**src/rtl/mem_arb_pkg.sv**
```systemverilog
// Shared types and constants for the two-port memory arbiter.
package mem_arb_pkg;

   localparam int unsigned CNT_W = 3;

   localparam logic PORT_CPU = 1'b0;
   localparam logic PORT_AUX = 1'b1;

   typedef enum logic [1:0] {
      IDLE  = 2'd0,
      ISSUE = 2'd1,
      WAIT  = 2'd2,
      RESP  = 2'd3
   } arbState_e;

endpackage

```
**src/rtl/mem_arb_if.sv**
```systemverilog
// Requester and memory-side signal bundle of the two-port memory arbiter.
interface mem_arb_if #(
   parameter int unsigned WIDTH = 16
);

   logic             req0, req1;
   logic             we0, we1;
   logic             lock0, lock1;
   logic [WIDTH-1:0] adr0, adr1;
   logic [WIDTH-1:0] wdata0, wdata1;
   logic             ack0, ack1;
   logic [WIDTH-1:0] rdata0, rdata1;
   logic             memRead, memWrite;
   logic [WIDTH-1:0] adrToMem, dataToMem;
   logic [WIDTH-1:0] dataFromMem;
   logic             busy;
   logic             owner;

   // Environment side: requesters plus the memory returning read data
   modport master (
      output req0, req1, we0, we1, lock0, lock1,
      output adr0, adr1, wdata0, wdata1, dataFromMem,
      input  ack0, ack1, rdata0, rdata1,
      input  memRead, memWrite, adrToMem, dataToMem, busy, owner
   );

   modport slave (
      input  req0, req1, we0, we1, lock0, lock1,
      input  adr0, adr1, wdata0, wdata1, dataFromMem,
      output ack0, ack1, rdata0, rdata1,
      output memRead, memWrite, adrToMem, dataToMem, busy, owner
   );

endinterface

```
**src/rtl/mem_arb_pick.sv**
```systemverilog
// Winner selection for the memory arbiter.
// MEM_ARB_RR_EN selects round-robin; otherwise port 0 has fixed priority.
module mem_arb_pick
   import mem_arb_pkg::*;
(
   input  logic req0,
   input  logic req1,
   input  logic owner,
   output logic winner_c
);

`ifdef MEM_ARB_RR_EN
   // On a tie the port that did not hold the last grant wins
   always_comb begin
      winner_c = owner;
      if (req0 && req1) begin
         winner_c = ~owner;
      end else if (req0) begin
         winner_c = PORT_CPU;
      end else if (req1) begin
         winner_c = PORT_AUX;
      end
   end
`else
   always_comb begin
      winner_c = owner;
      if (req0) begin
         winner_c = PORT_CPU;
      end else if (req1) begin
         winner_c = PORT_AUX;
      end
   end
`endif

endmodule

```
**src/rtl/mem_arbiter.sv**
```systemverilog
// Two-port memory arbiter: IDLE -> ISSUE -> (WAIT) -> RESP, all outputs registered.
// Arbitration policy is selected by MEM_ARB_RR_EN inside mem_arb_pick.
module mem_arbiter
   import mem_arb_pkg::*;
#(
   parameter int unsigned WIDTH   = 16,
   parameter int unsigned MEM_LAT = 1
) (
   input  logic     clk,
   input  logic     reset,
   mem_arb_if.slave bus
);

   arbState_e        state, stateD;
   logic [CNT_W-1:0] cnt, cntD;
   logic             ownerQ, ownerD;
   logic             winner;
   logic             grant, grantPort, grantWe, ownerCont;
   logic             memReadQ, memReadD, memWriteQ, memWriteD;
   logic             ack0Q, ack0D, ack1Q, ack1D;
   logic             busyQ;
   logic [WIDTH-1:0] adrQ, adrD, dataQ, dataD;
   logic [WIDTH-1:0] rdata0Q, rdata0D, rdata1Q, rdata1D;

   mem_arb_pick uPick (
      .req0     (bus.req0),
      .req1     (bus.req1),
      .owner    (ownerQ),
      .winner_c (winner)
   );

   // Next state and next registered outputs
   always_comb begin
      stateD    = state;
      cntD      = cnt;
      ownerD    = ownerQ;
      memReadD  = 1'b0;
      memWriteD = 1'b0;
      adrD      = '0;
      dataD     = '0;
      rdata0D   = rdata0Q;
      rdata1D   = rdata1Q;
      grant     = 1'b0;
      grantPort = winner;
      grantWe   = 1'b0;
      ownerCont = (ownerQ == PORT_AUX) ? (bus.lock1 && bus.req1)
                                       : (bus.lock0 && bus.req0);

      unique case (state)
         IDLE: begin
            grant = bus.req0 || bus.req1;
         end
         ISSUE: begin
            // memWriteQ is the latched we of the access being issued
            stateD = memWriteQ ? RESP : WAIT;
            cntD   = '0;
         end
         WAIT: begin
            if (cnt == CNT_W'(MEM_LAT - 1)) begin
               stateD = RESP;
               if (ownerQ == PORT_AUX) rdata1D = bus.dataFromMem;
               else                    rdata0D = bus.dataFromMem;
            end else begin
               cntD = cnt + CNT_W'(1);
            end
         end
         RESP: begin
            grantPort = ownerQ;
            if (ownerCont) grant  = 1'b1;
            else           stateD = IDLE;
         end
      endcase

      if (grant) begin
         stateD    = ISSUE;
         ownerD    = grantPort;
         grantWe   = (grantPort == PORT_AUX) ? bus.we1 : bus.we0;
         memWriteD = grantWe;
         memReadD  = !grantWe;
         adrD      = (grantPort == PORT_AUX) ? bus.adr1   : bus.adr0;
         dataD     = (grantPort == PORT_AUX) ? bus.wdata1 : bus.wdata0;
      end

      ack0D = (stateD == RESP) && (ownerQ == PORT_CPU);
      ack1D = (stateD == RESP) && (ownerQ == PORT_AUX);
   end

   always_ff @(posedge clk or negedge reset) begin
      if (!reset) begin
         state     <= IDLE;
         cnt       <= '0;
         ownerQ    <= PORT_AUX;
         memReadQ  <= 1'b0;
         memWriteQ <= 1'b0;
         ack0Q     <= 1'b0;
         ack1Q     <= 1'b0;
         busyQ     <= 1'b0;
         adrQ      <= '0;
         dataQ     <= '0;
         rdata0Q   <= '0;
         rdata1Q   <= '0;
      end else begin
         state     <= stateD;
         cnt       <= cntD;
         ownerQ    <= ownerD;
         memReadQ  <= memReadD;
         memWriteQ <= memWriteD;
         ack0Q     <= ack0D;
         ack1Q     <= ack1D;
         busyQ     <= (stateD != IDLE);
         adrQ      <= adrD;
         dataQ     <= dataD;
         rdata0Q   <= rdata0D;
         rdata1Q   <= rdata1D;
      end
   end

   assign bus.memRead   = memReadQ;
   assign bus.memWrite  = memWriteQ;
   assign bus.adrToMem  = adrQ;
   assign bus.dataToMem = dataQ;
   assign bus.ack0      = ack0Q;
   assign bus.ack1      = ack1Q;
   assign bus.rdata0    = rdata0Q;
   assign bus.rdata1    = rdata1Q;
   assign bus.busy      = busyQ;
   assign bus.owner     = ownerQ;

endmodule
```
**src/flat_wrapper.sv**
```systemverilog
// flat-port wrapper written by rule: the top's interface ports become plain ports
module mem_arbiter_flat import mem_arb_pkg::*;
#(
   parameter int unsigned WIDTH   = 16,
   parameter int unsigned MEM_LAT = 1
)
  (clk, reset, bus_req0, bus_req1, bus_we0, bus_we1, bus_lock0, bus_lock1, bus_adr0, bus_adr1, bus_wdata0, bus_wdata1, bus_dataFromMem, bus_ack0, bus_ack1, bus_rdata0, bus_rdata1, bus_memRead, bus_memWrite, bus_adrToMem, bus_dataToMem, bus_busy, bus_owner);
  mem_arb_if #(.WIDTH(WIDTH)) bus_i ();
  input  logic clk;
  input  logic reset;
  input wire logic [$bits(bus_i.req0)-1:0] bus_req0;
  input wire logic [$bits(bus_i.req1)-1:0] bus_req1;
  input wire logic [$bits(bus_i.we0)-1:0] bus_we0;
  input wire logic [$bits(bus_i.we1)-1:0] bus_we1;
  input wire logic [$bits(bus_i.lock0)-1:0] bus_lock0;
  input wire logic [$bits(bus_i.lock1)-1:0] bus_lock1;
  input wire logic [$bits(bus_i.adr0)-1:0] bus_adr0;
  input wire logic [$bits(bus_i.adr1)-1:0] bus_adr1;
  input wire logic [$bits(bus_i.wdata0)-1:0] bus_wdata0;
  input wire logic [$bits(bus_i.wdata1)-1:0] bus_wdata1;
  input wire logic [$bits(bus_i.dataFromMem)-1:0] bus_dataFromMem;
  output wire logic [$bits(bus_i.ack0)-1:0] bus_ack0;
  output wire logic [$bits(bus_i.ack1)-1:0] bus_ack1;
  output wire logic [$bits(bus_i.rdata0)-1:0] bus_rdata0;
  output wire logic [$bits(bus_i.rdata1)-1:0] bus_rdata1;
  output wire logic [$bits(bus_i.memRead)-1:0] bus_memRead;
  output wire logic [$bits(bus_i.memWrite)-1:0] bus_memWrite;
  output wire logic [$bits(bus_i.adrToMem)-1:0] bus_adrToMem;
  output wire logic [$bits(bus_i.dataToMem)-1:0] bus_dataToMem;
  output wire logic [$bits(bus_i.busy)-1:0] bus_busy;
  output wire logic [$bits(bus_i.owner)-1:0] bus_owner;
  assign bus_i.req0 = bus_req0;
  assign bus_i.req1 = bus_req1;
  assign bus_i.we0 = bus_we0;
  assign bus_i.we1 = bus_we1;
  assign bus_i.lock0 = bus_lock0;
  assign bus_i.lock1 = bus_lock1;
  assign bus_i.adr0 = bus_adr0;
  assign bus_i.adr1 = bus_adr1;
  assign bus_i.wdata0 = bus_wdata0;
  assign bus_i.wdata1 = bus_wdata1;
  assign bus_i.dataFromMem = bus_dataFromMem;
  assign bus_ack0 = bus_i.ack0;
  assign bus_ack1 = bus_i.ack1;
  assign bus_rdata0 = bus_i.rdata0;
  assign bus_rdata1 = bus_i.rdata1;
  assign bus_memRead = bus_i.memRead;
  assign bus_memWrite = bus_i.memWrite;
  assign bus_adrToMem = bus_i.adrToMem;
  assign bus_dataToMem = bus_i.dataToMem;
  assign bus_busy = bus_i.busy;
  assign bus_owner = bus_i.owner;
  mem_arbiter #(.WIDTH(WIDTH), .MEM_LAT(MEM_LAT)) u_core (.clk(clk), .reset(reset), .bus(bus_i));
endmodule
```
**config.mk**
```make
export PLATFORM = sky130hd
export DESIGN_NAME = mem_arbiter_flat
export DESIGN_NICKNAME = d
export VERILOG_FILES = /design/src/rtl/mem_arb_pkg.sv /design/src/rtl/mem_arb_if.sv /design/src/rtl/mem_arb_pick.sv /design/src/rtl/mem_arbiter.sv /design/src/flat_wrapper.sv
export SDC_FILE = /design/constraint.sdc
export NUM_CORES = 1
export LEC_CHECK = 0
export ABC_AREA = 1
export ABC_CLOCK_PERIOD_IN_PS = 1410
export CAP_MARGIN = 15
export CORE_MARGIN = 10
export CORE_UTILIZATION = 30
export DETAILED_ROUTE_END_ITERATION = 16
export PLACE_DENSITY = 0.62
export SETUP_SLACK_MARGIN = 0.5
export SYNTH_ARGS = -nofsm -noshare
export SYNTH_HDL_FRONTEND = slang
export SYNTH_SLANG_ARGS = --single-unit
```
**constraint.sdc**
```tcl
create_clock -name clk -period 1.41 [get_ports clk]
set_input_delay 0.3525 -clock clk [delete_from_list [all_inputs] [get_ports clk]]
set_output_delay 0.3525 -clock clk [all_outputs]
set_load 0.02 [all_outputs]
```
* Yosys cells after proc, flatten, opt, wreduce, memory -nomap -nowiden
Index checks and enable logic that the tools add are counted.
** Word-level totals
- Output and inout bits :: 70
- Bits in read-only memories :: 0
- Bits in writable memories :: 0
- Memories :: 0
- Register bits after elaboration :: 75
- Latch bits :: 0
** Operators by class
- Equal/unequal tests :: 5
- Shifts and indexed selects :: 0
- Order comparisons :: 0
- Divide/modulo/power cells :: 0
- Reduce and logical (&&, ||, !) cells :: 13
- Multiply operators :: 0
- Add/sub/neg operators :: 1
- Bitwise logic cells :: 1
- Mux-type cells :: 20
** Operators by type and width (number)
- two-way mux 16 bit :: 4
- two-way mux 1 bit :: 9
- equality test 2 bit, second input constant :: 3
- two-way mux 2 bit :: 3
- case mux 2 bit (3 select lines) :: 1
- case mux 3 bit (2 select lines) :: 1
- AND reduction 3 bit :: 2
- logical AND 1 bit :: 4
- nonzero test 2 bit :: 2
- adder 3 x 1 -> 3 bit, second input constant :: 1
- logical NOT 3 bit :: 1
- two-way mux 3 bit :: 1
- equality test 2 x 1 -> 1 bit, second input constant :: 1
- logical NOT 2 bit :: 1
- != test 2 bit, second input constant :: 1
- case mux 1 bit (2 select lines) :: 1
- AND reduction 2 bit :: 1
- logical NOT 1 bit :: 1
- logical OR 1 bit :: 1
- inverter 1 bit :: 1

* Depth between registers and ports, before layout
Gate-level depths: netlist of the first run.
- Depth in word-level cells :: 7
- Gate-level depth with buffers :: 10

* Hierarchy
From an unflattened synthesis of the first run, not the netlist that was laid out.
** Second synthesis, totals
- Cell total of the unflattened synthesis :: 328
- Area total of the unflattened synthesis :: 3206.8 um2
** Modules (own cells, without submodules)
- mem_arbiter :: cells each 326, seq. area each 1878.1 um2, area each 3199.3 um2, times used 1
- mem_arb_pick :: cells each 2, seq. area each 0.0 um2, area each 7.5 um2, times used 1

* Worst setup path after synthesis of the first run
No wires, ideal clock.
- Kind :: flip-flop to flip-flop
- Start :: register u_core.state[0]
- End :: register u_core.rdata1Q[5], in the netlist u_core.bus.rdata1[5]
- Library setup time :: 132 ps
- Arrival :: 1370 ps
- Required time :: 1278 ps
- Stages on the path, launching flop included :: 9
- Setup slack :: -91 ps
- Path through :: dfrtp_1 inv_1 ha_1 nand2_1 nor2_1 nand2_1 clkbuf_1 nand2_1 o21ai_0
** On the way
- Word-level cells in the longest chain between the ends :: 2
** Ends and longest elaborated chain
- start, declared :: RTL line mem_arbiter.sv:14 : arbState_e state, stateD;
- start signal, assigned :: RTL line mem_arbiter.sv:103 : state <= stateD;
- equality test 2 bit :: RTL line mem_arbiter.sv:49 : unique case (state)
- AND reduction 3 bit (no line)
- end signal, assigned :: RTL line mem_arbiter.sv:114 : rdata1Q <= rdata1D;
- end, declared :: RTL line mem_arbiter.sv:23 : logic [WIDTH-1:0] rdata0Q, rdata0D, rdata1Q, rdata1D;
No other way between the ends.
A chain may end at the register's enable or synchronous reset.

* Worst setup path in the final report of the first run
- Start :: register u_core.state[0]
- End :: register u_core.rdata0Q[3], in the netlist u_core.bus.rdata0[3]
** On the way
- Word-level cells in the longest chain between the ends :: 2
** Ends and longest elaborated chain
- equality test 2 bit :: RTL line mem_arbiter.sv:49
- AND reduction 3 bit (no line)
- end signal, assigned :: RTL line mem_arbiter.sv:113 : rdata0Q <= rdata0D;
- end, declared :: RTL line mem_arbiter.sv:23
No other way between the ends.

==> flow_summary.html, run 1 <==
<table>
<tr><th>Metric</th><th>Value</th></tr>
<tr><th colspan="2">Outcome</th></tr>
<tr><td>Run status</td><td>finished, violations left</td></tr>
<tr><td>Failing checks</td><td>negative hold slack, negative setup slack</td></tr>
<tr><th colspan="2">Placed design</th></tr>
<tr><td>Half-perimeter wire length of the detailed placement result</td><td>7480 um</td></tr>
<tr><td>Setup Slack @ Placement</td><td>-0.307 ns</td></tr>
<tr><td>Area after detailed placement</td><td>0.00502 mm2</td></tr>
<tr><td>Input/output buffers</td><td>157</td></tr>
<tr><td>Final RePlAce weighted congestion</td><td>0.725</td></tr>
<tr><th colspan="2">Timing</th></tr>
<tr><td>Number of setup violations in the final report</td><td>69</td></tr>
<tr><td>Time the final worst path needs with I/O delays and setup</td><td>1.53 ns</td></tr>
<tr><td>Post-Route Skew</td><td>0.00976 ns</td></tr>
<tr><td>Setup repair after global routing missed its margin</td><td>true</td></tr>
<tr><td>Hold slack final</td><td>-0.110 ns</td></tr>
<tr><td>Final count of hold timing violations</td><td>16</td></tr>
<tr><td>Relative slew slack</td><td>0.807</td></tr>
<tr><td>Worst Max-Slew Pin Slew</td><td>0.289 ns</td></tr>
<tr><td>Fmax</td><td>653 MHz</td></tr>
<tr><td>Worst Setup Slack, final</td><td>-0.121 ns</td></tr>
<tr><td>Pins Over Slew Limit</td><td>0</td></tr>
<tr><td>Final Cycle Share</td><td>1.09</td></tr>
<tr><th colspan="2">Die</th></tr>
<tr><td>Starting utilization of the core area</td><td>0.304</td></tr>
<tr><td>Die Outline Area</td><td>0.0148 mm2</td></tr>
<tr><td>Horizontal extent of the die</td><td>122 um</td></tr>
<tr><td>Die extent in y</td><td>122 um</td></tr>
<tr><td>Number of top-level pins</td><td>158</td></tr>
<tr><td>Core region area</td><td>0.0102 mm2</td></tr>
<tr><td>Row count</td><td>37</td></tr>
<tr><th colspan="2">Flow run</th></tr>
<tr><td>Max-cap violation count</td><td>0</td></tr>
<tr><th colspan="2">Detailed routing</th></tr>
<tr><td>DRC marker count from the first detailed-route iteration</td><td>75</td></tr>
<tr><td>Number of detailed-route iterations in the first pass</td><td>4</td></tr>
<tr><td>Via count</td><td>3058</td></tr>
<tr><td>WL/cell</td><td>17.3 um</td></tr>
<tr><td>Final wirelength</td><td>11600 um</td></tr>
<tr><td>Remaining DRCs</td><td>0</td></tr>
<tr><td>Via-to-Cell Ratio</td><td>4.54</td></tr>
<tr><td>Remaining antenna violation count after routing</td><td>0</td></tr>
<tr><th colspan="2">Synthesis</th></tr>
<tr><td>Fraction of post-synthesis cell area in the top cell type by area</td><td>0.595</td></tr>
<tr><td>Cell count after synthesis</td><td>326</td></tr>
<tr><td>Synth top area cells</td><td>sky130_fd_sc_hd__dfrtp_1, sky130_fd_sc_hd__nand2_1, sky130_fd_sc_hd__nand2b_1</td></tr>
<tr><td>Syn avg cell area</td><td>9.55 um2</td></tr>
<tr><td>Post-synth top area cell</td><td>sky130_fd_sc_hd__dfrtp_1</td></tr>
<tr><td>Seq/Total Area, Yosys</td><td>0.604</td></tr>
<tr><td>Number of warnings reported in the yosys synthesis log</td><td>0</td></tr>
<tr><td>Total standard cell area after synthesis</td><td>0.00311 mm2</td></tr>
<tr><td>Post-synth net total</td><td>421</td></tr>
<tr><td>Distinct cell type count after synthesis</td><td>21</td></tr>
<tr><td>Synthesis-stage register bit count</td><td>75</td></tr>
<tr><th colspan="2">Final layout</th></tr>
<tr><td>Final instance area</td><td>0.00628 mm2</td></tr>
<tr><td>Utilization after layout</td><td>0.614</td></tr>
<tr><td>Share of final-layout standard cells stronger than drive strength 1</td><td>0.493</td></tr>
<tr><td>Antenna cells</td><td>0</td></tr>
<tr><td>Nets</td><td>627</td></tr>
<tr><td>Area added between synthesis and finish</td><td>102%</td></tr>
<tr><th colspan="2">Clocking</th></tr>
<tr><td>Clock network latency to the later pin of the worst-skew pair</td><td>0.34 ns</td></tr>
<tr><td>Deepest level of the CTS H-tree</td><td>3</td></tr>
<tr><td>TritonCTS buffer count</td><td>9</td></tr>
<tr><td>Buffers from clock root to sink, at most</td><td>2</td></tr>
<tr><td>Clock sink count</td><td>75</td></tr>
<tr><td>Root Driver</td><td>sky130_fd_sc_hd__clkbuf_8</td></tr>
<tr><td>Register clock-pin slew on the reported worst setup and hold paths</td><td>0.09 ns</td></tr>
<tr><td>Clock tree from TritonCTS</td><td>yes</td></tr>
<tr><th colspan="2">GRT</th></tr>
<tr><td>Overall track demand over capacity in global routing</td><td>0.137</td></tr>
<tr><td>Total congestion overflow after global routing</td><td>0</td></tr>
<tr><td>Number of antenna violations at the first check in global routing</td><td>0</td></tr>
<tr><td>Vias in the first global route</td><td>3155</td></tr>
<tr><td>Largest net degree at the start of global routing</td><td>44</td></tr>
<tr><td>Global-route wire length before repair</td><td>16300 um</td></tr>
<tr><th colspan="2">Power</th></tr>
<tr><td>Standby leakage power</td><td>0.00306 uW</td></tr>
<tr><td>Peak VDD IR</td><td>1080 uV</td></tr>
<tr><td>PD cells</td><td>2210 mW/mm2</td></tr>
<tr><td>Power after layout</td><td>13900 uW</td></tr>
<tr><th colspan="2">Critical path</th></tr>
<tr><td>Worst EP arrival</td><td>1.76 ns</td></tr>
<tr><td>Kind of end point of the critical path</td><td>flop</td></tr>
<tr><td>Flop-to-flop setup slack</td><td>-0.12 ns</td></tr>
<tr><td>Peak fanout along the critical path</td><td>8</td></tr>
<tr><td>Critical path class</td><td>reg2reg</td></tr>
<tr><td>Worst reg2reg path depth</td><td>9</td></tr>
<tr><td>Required time at the worst-slack endpoint</td><td>1.64 ns</td></tr>
<tr><td>Setup crit start kind</td><td>flop</td></tr>
<tr><th colspan="2">Hold path</th></tr>
<tr><td>Class of the most critical hold timing path</td><td>in2async</td></tr>
</table>
stage by stage:
| step | setup TNS [ns] | cells |
|---|---|---|
| after CTS | -1.82 | 649 |
| final | -4.40 | 673 |
| after floorplan | 0 | 326 |
| after detailed placement | -10.62 | 618 |
| after global routing | -8.59 | 673 |
| after global placement | -10.01 | 618 |
critical path, cell delays in order (launching register included):
cell and delay, ns:
sky130_fd_sc_hd__dfrtp_2 0.45, sky130_fd_sc_hd__inv_2 0.12, sky130_fd_sc_hd__ha_4 0.16, sky130_fd_sc_hd__nand2_4 0.05, sky130_fd_sc_hd__nor2_4 0.15, sky130_fd_sc_hd__nand2_4 0.12, sky130_fd_sc_hd__buf_6 0.14, sky130_fd_sc_hd__buf_12 0.14
sky130_fd_sc_hd__nand2_2 0.06, sky130_fd_sc_hd__o21ai_2 0.05
final timing paths:
check                                       from                    end
max                              u_core.state[0]   u_core.bus.rdata0[3]
max in group asynchronous                  reset   u_core.bus.rdata1[2]
min reg2reg                u_core.bus.rdata1[15]  u_core.bus.rdata1[15]
min                                        reset    u_core.bus.memWrite
min in group clk           u_core.bus.rdata1[15]  u_core.bus.rdata1[15]
max reg2reg                      u_core.state[0]   u_core.bus.rdata0[3]
cells in the final DEF, fill, tap and decap left out, types with 2 or more instances in the layout:
cell type	count
sky130_fd_sc_hd__nand3_1	3
sky130_fd_sc_hd__buf_12	8
sky130_fd_sc_hd__buf_16	2
sky130_fd_sc_hd__inv_6	4
sky130_fd_sc_hd__nand3_2	2
sky130_fd_sc_hd__nand2_1	45
sky130_fd_sc_hd__nand2b_1	5
sky130_fd_sc_hd__clkdlybuf4s50_1	86
sky130_fd_sc_hd__a21oi_2	27
sky130_fd_sc_hd__dfrtp_1	73
sky130_fd_sc_hd__o21ai_2	14
sky130_fd_sc_hd__nor2_1	4
sky130_fd_sc_hd__buf_4	39
sky130_fd_sc_hd__o21ai_1	23
sky130_fd_sc_hd__inv_1	20
sky130_fd_sc_hd__nand2_2	24
sky130_fd_sc_hd__clkbuf_16	2
sky130_fd_sc_hd__ha_4	4
sky130_fd_sc_hd__a21oi_1	7
sky130_fd_sc_hd__nand2_4	12
sky130_fd_sc_hd__clkbuf_8	9
sky130_fd_sc_hd__nor2_4	3
sky130_fd_sc_hd__nand2b_4	27
sky130_fd_sc_hd__ha_1	3
sky130_fd_sc_hd__inv_2	4
sky130_fd_sc_hd__buf_6	73
Yosys cell counts, drive strengths merged:
library cell and number:
nand2 82, nor3 1, nand4 1, nor2b 1
clkbuf 8, o21ai 38, a21oi 35, nand3 5
nand2b 32, nor2 7, dfstp 1, ha 7
buf 8, a21boi 1, dfrtp 74, inv 25
state kept, by name, indices dropped and copies added (netlist names), 2 cells and up:
name / flops
u_core.bus.adrToMem: 16
u_core.cnt: 3
u_core.state: 2
u_core.bus.dataToMem: 16
u_core.bus.rdata1: 16
u_core.bus.rdata0: 16
logic make-up (layout without fill, tap and decap cells):
logic type                 after synthesis  count (layout)  synth area share
AOI/OAI and AO/OA                       74              74             0.121
adders and majority gates                7               7            0.0281
buffers and inverters                   41             252            0.0595
DFF                                     75              75             0.604
and+or+nand+nor                        129             129             0.188
final cells by class:
cell class / count / area [um2]
fillers: 856 / 3950
clock inverters: 6 / 72.6
repair buffers: 211 / 2260
multi-input cells: 210 / 1680
well taps: 136 / 170
clock buffers: 10 / 128
flip-flops and latches: 75 / 1880
inverters: 25 / 98.8
metal layers:
layer  routed length (um)  GRT usage  vias up
met5                    0          0        -
met1                 4380      0.150     1456
li1                     -          -     1457
met2                 5670      0.219      136
met3                 1450     0.0907        9
met4                  120     0.0291        0
what timing repair did:
action,CTS,global route
setup endpoints to repair,145,145
pin swaps,16,8
endpoints found under the hold margin,16,16
gates cloned,2,3
gates resized for setup,499,63
buffers inserted,13,21
power breakdown:
group / leakage, uW / internal [uW] / total, uW / switching, uW
combinational: 0.00199 / 4410 / 8550 / 4140
sequential: 0.000970 / 3010 / 3630 / 613
clock: 0.0000979 / 841 / 1700 / 855
Note: power is estimated with default switching activity, not from simulation.
==> inputs of run 2 (changes only) <==
--- a/config.mk
+++ b/config.mk
@@ -7,9 +7,9 @@
 export LEC_CHECK = 0
 export ABC_AREA = 1
 export ABC_CLOCK_PERIOD_IN_PS = 1410
-export CAP_MARGIN = 15
 export CORE_MARGIN = 10
 export CORE_UTILIZATION = 30
+export CTS_CLUSTER_SIZE = 40
 export DETAILED_ROUTE_END_ITERATION = 16
 export PLACE_DENSITY = 0.62
 export SETUP_SLACK_MARGIN = 0.5
==> results of run 2 <==
Final layout, timing and power as in run 1 (identical DEF).
